**src/rtl/sm_pkg.sv**
```systemverilog
// sm_pkg: shared constants and FSM encoding for the sign-magnitude multiply/add path
package sm_pkg;
  localparam int DEF_MAG_W = 10;
  localparam int SM_W = 2*DEF_MAG_W+1;
  localparam int SIGN_BIT = SM_W-1;
  typedef enum logic [1:0] {IDLE = 2'd0, CALC = 2'd1, DONE = 2'd2} state_t;
endpackage

```
**src/rtl/sm_shift_add_dp.sv**
```systemverilog
// sm_shift_add_dp: accumulator, shifting multiplicand and multiplier for the shift-add loop
module sm_shift_add_dp
  import sm_pkg::*;
#(parameter int MAG_W = DEF_MAG_W) (
  input  logic               clk,
  input  logic               rst_n,
  input  logic               load,
  input  logic               step,
  input  logic [MAG_W-1:0]   a_mag,
  input  logic [MAG_W-1:0]   b_mag,
  output logic [2*MAG_W-1:0] acc_next
);
  logic [2*MAG_W-1:0] acc, mcand;
  logic [MAG_W-1:0]   mplier;
  assign acc_next = mplier[0] ? acc + mcand : acc;
  always_ff @(posedge clk or negedge rst_n)
    if (!rst_n) begin
      acc    <= '0;
      mcand  <= '0;
      mplier <= '0;
    end else if (load) begin
      acc    <= '0;
      mcand  <= {{MAG_W{1'b0}}, a_mag};
      mplier <= b_mag;
    end else if (step) begin
      acc    <= acc_next;
      mcand  <= mcand << 1;
      mplier <= mplier >> 1;
    end
endmodule

```
**src/rtl/sm_seq_multiplier.sv**
```systemverilog
// sm_seq_multiplier: iterative sign-magnitude multiplier with valid/ready on both sides
module sm_seq_multiplier
  import sm_pkg::*;
#(parameter int MAG_W = DEF_MAG_W) (
  input  logic             clk,
  input  logic             rst_n,
  input  logic             in_valid,
  output logic             in_ready,
  input  logic [MAG_W:0]   a,
  input  logic [MAG_W:0]   b,
  output logic             out_valid,
  input  logic             out_ready,
  output logic [2*MAG_W:0] product,
  output logic             busy
);
  localparam int CW = $clog2(MAG_W+1);
  state_t state, state_nx;
  logic [CW-1:0] count;
  logic sign, accept, last, zero;
  logic [2*MAG_W-1:0] acc_next;
  assign accept = state == IDLE && in_valid;
  assign last   = state == CALC && count == CW'(MAG_W-1);
  // -0 operands count as zero so the product never carries a negative sign on zero
  assign zero   = a[MAG_W-1:0] == '0 || b[MAG_W-1:0] == '0;
  sm_shift_add_dp #(.MAG_W(MAG_W)) u_dp (
    .clk      (clk),
    .rst_n    (rst_n),
    .load     (accept),
    .step     (state == CALC),
    .a_mag    (a[MAG_W-1:0]),
    .b_mag    (b[MAG_W-1:0]),
    .acc_next (acc_next)
  );
  always_ff @(posedge clk or negedge rst_n)
    if (!rst_n) state <= IDLE;
    else state <= state_nx;
  always_comb
    state_nx = state == IDLE ? (in_valid ? (zero ? DONE : CALC) : IDLE) :
               state == CALC ? (last ? DONE : CALC) :
               state == DONE ? (out_ready ? IDLE : DONE) : IDLE;
  always_comb begin
    in_ready  = state == IDLE;
    out_valid = state == DONE;
    busy      = state == CALC || state == DONE;
  end
  always_ff @(posedge clk or negedge rst_n)
    if (!rst_n) begin
      count   <= '0;
      sign    <= 1'b0;
      product <= '0;
    end else begin
      if (accept) begin
        count <= '0;
        sign  <= a[MAG_W] ^ b[MAG_W];
        if (zero) product <= '0;
      end else if (state == CALC) count <= count + 1'b1;
      if (last) product <= {sign, acc_next};
    end
endmodule

```
**config.mk**
```make
export PLATFORM = sky130hd
export DESIGN_NAME = sm_seq_multiplier
export DESIGN_NICKNAME = d
export VERILOG_FILES = /design/src/rtl/sm_pkg.sv /design/src/rtl/sm_shift_add_dp.sv /design/src/rtl/sm_seq_multiplier.sv
export SDC_FILE = /design/constraint.sdc
export NUM_CORES = 1
export LEC_CHECK = 0
export CAP_MARGIN = 20
export CORE_MARGIN = 2
export CORE_UTILIZATION = 45
export DETAILED_ROUTE_END_ITERATION = 12
export PLACE_DENSITY = 0.64
export SLEW_MARGIN = 20
export SYNTH_ARGS = -nofsm -noshare
export SYNTH_HDL_FRONTEND = slang
export SYNTH_SLANG_ARGS = --single-unit
```
**constraint.sdc**
```tcl
create_clock -name clk -period 3.4 [get_ports clk]
set_input_delay 1.02 -clock clk [delete_from_list [all_inputs] [get_ports clk]]
set_output_delay 1.02 -clock clk [all_outputs]
set_load 0.05 [all_outputs]
```
# Yosys cells after proc, flatten, opt, wreduce, memory -nomap -nowiden
# Cells that the tools add are included.
[op_classes]
bitwise = 1
n_mux = 19
n_addsub = 2
eq_ne = 3
n_reduce_logical = 11
[ops]
columns = ["operator", "n"]
rows = [
  ["$mux 20", 5],
  ["$mux 21", 3],
  ["$add 20x20->20", 1],
  ["$logic_not 10->1", 2],
  ["$mux 10", 2],
  ["$mux 2", 7],
  ["$mux 4", 2],
  ["$reduce_bool 2->1", 3],
  ["$add 4x1->4 const B", 1],
  ["$eq 4x4->1 const B", 1],
  ["$eq 2x1->1 const B", 1],
  ["$eq 2x2->1 const B", 1],
  ["$logic_and 1x1->1", 2],
  ["$logic_not 2->1", 1],
  ["$logic_or 1x1->1", 2],
  ["$reduce_and 2->1", 1],
  ["$xor 1x1->1", 1],
]
[totals]
ff_bits = 78
in_bits = 26

# Depth between registers and ports, before layout
[depth]
ltp_word = 5
mapped_depth = 9
mapped_depth_nobuf = 9

# Cells and area by module
# Synthesis repeated with hierarchy kept, for this count alone.
[unflattened]
cells_unflattened = 545
area_unflattened_um2 = 4913.5
[by_module_without_submodules]
columns = ["module", "instances", "cells_each", "area_per_inst_um2"]
rows = [
  ["sm_shift_add_dp", 1, 409, 3631.0],
  ["sm_seq_multiplier", 1, 136, 1282.5],
]

# Least setup slack after synthesis
# OpenSTA, ideal clock, no wires.
[synth_path]
kind = "input port to flip-flop"
from = "input b[2]"
to = "register product[15]"
path_buffers = 1
arrival_ps = 2439
stages = 5
setup_time_ps = 124
required_ps = 3276
slack_ps = 837
cell_sequence = "or4_4 > o41ai_4 > a21oi_2 > buf_2 > a211o_1"
[synth_between]
elab_chain_cells = 4
[synth_lines]
columns = ["item", "line", "rtl"]
rows = [
  ["from (decl)", "sm_seq_multiplier.sv:10", "input logic [MAG_W:0] b,"],
  ["$logic_not 10->1", "sm_seq_multiplier.sv:24", "assign zero = a[MAG_W-1:0] == '0 || b[MAG_W-1:0] == '0;"],
  ["$logic_or 1x1->1", "sm_seq_multiplier.sv:24", ""],
  ["$reduce_bool 2->1 (no line)", "n/a", ""],
  ["$reduce_and 2->1 (no line)", "n/a", ""],
  ["to (signal assigned)", "sm_seq_multiplier.sv:57", "if (last) product <= {sign, acc_next};"],
  ["to (decl)", "sm_seq_multiplier.sv:13", "output logic [2*MAG_W:0] product,"],
]
# Every way passes these cells.
# A chain may end at the register's enable or synchronous reset.

# Worst setup path after layout
[layout_path]
from = "input b[2]"
to = "register product[16]"
# Same word-level chain as after synthesis.

==> flow_summary_export.csv <==
group,metric,value,unit
clock_tree,cts_root_buf,"clkbuf_8",
layout,final_common_cell,"dfrtp_1",
yosys,netlist_area,0.00467,mm2
critical_path,max_stage_delay,0.56,ns
floorplan,die_h,106,um
grt,antenna_found_initial,0,
critical_path,critPathMaxFanout,21,
routing,drc,0,
yosys,yosys_warnings,0,
floorplan,core_area,0.0102,mm2
routing,vias,3854,
layout,diodes,0,
clock_tree,cts_hold_buf,0,
outcome,status,"finished clean",
clock_tree,cts-htree-levels,3,
clock_tree,cts_tree,"done",
critical_path,crit_arrival,3.16,ns
yosys,synth-seq-cells,78,
critical_path,cp_top_family,"compound AO/OA/AOI/OAI gates",
yosys,synthCells,506,
sta,finalMaxSlewViolations,0,
critical_path,critPathRequiredTime,3.64,ns
routing,dr.pass1.iters,4,
power_and_ir_drop,leakagePower,2.38,nW
sta,finalSetupTns,0,ns
layout,area_growth,16.8,%
routing,dr.first_iter.drc_count,192,
floorplan,die_area,0.0112,mm2
placement,gp_congestion,0.845,
floorplan,num_rows,37,
sta,fin_crit,2.92,ns
yosys,synth_top_area_share,41.8,%
sta,worst_slew_pin_slew,0.993,ns
sta,max_freq,343,MHz
placement,port_buffers,49,
clock_tree,cts.repair.resized,0,
yosys,synth_simple_gate_area_share,18.2,%
yosys,syn_area_per_cell,9.24,um2
layout,fillers,934,
sta,rsz0062_at_grt,"no",
yosys,synth_edf_count,0,
layout,seqCellArea,0.00195,mm2
critical_path,slowest_stage,"or4_4",
yosys,synth_fp_nets,557,
sta,relSlewSlack,33.8,%
floorplan,ios,50,
floorplan,die_width,106,um
yosys,synth_mux_area_share,8.86,%
yosys,synth_xor_xnor_area_share,3.00,%
yosys,synth-main-ff-cell,"dfrtp_1",
critical_path,cp-end-kind,"register",
yosys,synth_top_family_by_area,"simple AND/OR/NAND/NOR gates",
sta,hold_viol,0,
clock_tree,cts_buffer_depth,2,
layout,drive_gt1_share,7.71,%
clock_tree,clock-sinks,78,
power_and_ir_drop,ir_drop,0.558,mV
routing,viasPerCell,5.66,
yosys,yosysTopAreaCell,"dfrtp_1",
grt,grt_pass1_wl,18600,um
critical_path,timing.critical_path.buf_inv,1,
hold_path,worstHoldPathType,"reg2reg",
clock_tree,path_clk_slew,0.09,ns
power_and_ir_drop,power.density,840,mW/mm2
sta,setup_viol,0,
job,maxCapViolCount,0,
routing,wl_per_cell,16.3,um
sta,fin_worst_skew,0.0112,ns
sta,fin_crit_sh,85.8,%
floorplan,start_util,45.9,%
yosys,ys_types,57,
critical_path,startpoint_type,"input pin",
critical_path,worstPathCellList,"clkdlybuf4s50_1 -> or4_4 -> o41ai_4 -> a21oi_2 -> a211o_1",
layout,nNetsFinal,591,
routing,antenna_left,0,
sta,fin_hold_ws,0.489,ns
clock_tree,cts_setup_buffers,0,
grt,grt_pass1_vias,3722,
critical_path,criticalPathCategory,"in2reg",
placement,dp_hpwl,7650,um
layout,multi_input_area,0.00257,mm2
routing,finalWirelength,11100,um
yosys,synth_compound_area_share,18.1,%
grt,grt_max_degree,79,
yosys,synth_fa_ha_area_share,6.85,%
clock_tree,numCtsBuffers,9,
clock_tree,clk_latency,0.35,ns
yosys,async_flop_share,100,%
layout,layout_common_cells,"dfrtp_1, nand2_1, o21ai_0",
yosys,synthTopCellsByArea,"dfrtp_1, mux2i_1, ha_1",
grt,grtUsageTotal,20.8,%
grt,grt_overflow,0,
yosys,ys_seq_area_share,41.8,%
[cells in the mapped netlist (3+ instances only)]
cell / instances
nand4_1: 4
mux2_2: 3
o21a_1: 5
and2_1: 7
xnor2_1: 7
nor3b_1: 13
a21o_1: 8
a211oi_1: 8
o21ai_0: 54
a211o_1: 3
mux2i_1: 38
nor3_1: 7
ha_1: 24
nand2_1: 64
xor2_1: 9
o21ai_1: 3
nor4_1: 3
inv_1: 5
nor2_1: 40
dfrtp_1: 78
a21oi_1: 32
nand3b_1: 6
buf_2: 4
nor2b_1: 3
nand3_1: 13
clkbuf_1: 26
[layout make-up]
cell class                      count  share of cell area, %
Inverter                            5                  0.344
Clock inverter                      5                  0.733
Multi-Input combinational cell    391                   47.2
Timing Repair Buffer               55                   10.1
Sequential cell                    78                   35.7
Tap cell                          136                   3.12
Clock buffer                       11                   2.77
[final timing paths]
check,startpoint,end,slack [ns],depth (start not counted)
worst max-delay path,b[2],product[16],0.48,5
worst min-delay path,sign,sign,0.49,2
worst max register to register,u_dp.mcand[1],product[19],0.72,8
worst min register to register,sign,sign,0.49,2
max in group asynchronous,rst_n,state[1],2.28,2
min in group asynchronous,rst_n,u_dp.acc[11],0.55,1
[through the flow]
| step | worst slack, ns | total power [mW] | cells | utilization, % | area (um2) |
|---|---|---|---|---|---|
| 5_1_grt | 0.385 | 4.93 | 681 | 53.6 | 5460 |
| 6_report | 0.484 | 4.59 | 681 | 53.6 | 5460 |
| 3_3_place_gp | 0.161 | 3.87 | 664 | 51.5 | 5240 |
| 2_1_floorplan | 0.837 | 3.28 | 506 | - | 4670 |
| 4_1_cts | 0.476 | 4.61 | 680 | 53.3 | 5430 |
| 3_5_place_dp | 0.0932 | 3.92 | 664 | 51.5 | 5240 |
[cells by family after synthesis]
logic type	count (synthesis)
muxes	41
buffers and inverters	37
and+or+nand+nor	174
DFF	78
adders and majority gates	25
xor gates and xnor gates	16
AOI/OAI and AO/OA	135
[registers in the layout, summed over array words and instances, names as in the netlist]
name,count
product,21
u_dp.acc,20
u_dp.mcand,20
u_dp.mplier,10
count,4
state,2
sign,1
[worst register-to-register path: cells and delay by family, from the launching register on]
| family | cells | cell delay, ns |
|---|---|---|
| AO/OA/AOI/OAI | 4 | 1.40 |
| flip-flops | 1 | 0.45 |
| AND/OR/NAND/NOR | 3 | 0.37 |
| adder cells (fa/ha/maj) | 1 | 0.34 |
[metal layers]
| metal | GRT usage (%) | vias to the layer above | share of wire, % |
|---|---|---|---|
| met1 | 29.4 | 1872 | 48 |
| met2 | 33.2 | 91 | 46 |
| met5 | 0 | - | 0 |
| met4 | 6.11 | 0 | 0.97 |
| li1 | - | 1882 | - |
| met3 | 3.43 | 9 | 5.2 |
[where the power goes]
group / leakage (nW) / switching, mW / internal (mW)
Clock: 0.0886 / 0.362 / 0.310
Sequential: 0.977 / 0.286 / 1.26
Combinational: 1.32 / 1.46 / 0.910
Total: 2.38 / 2.11 / 2.48
No activity file was read; power rests on OpenSTA's default activity.
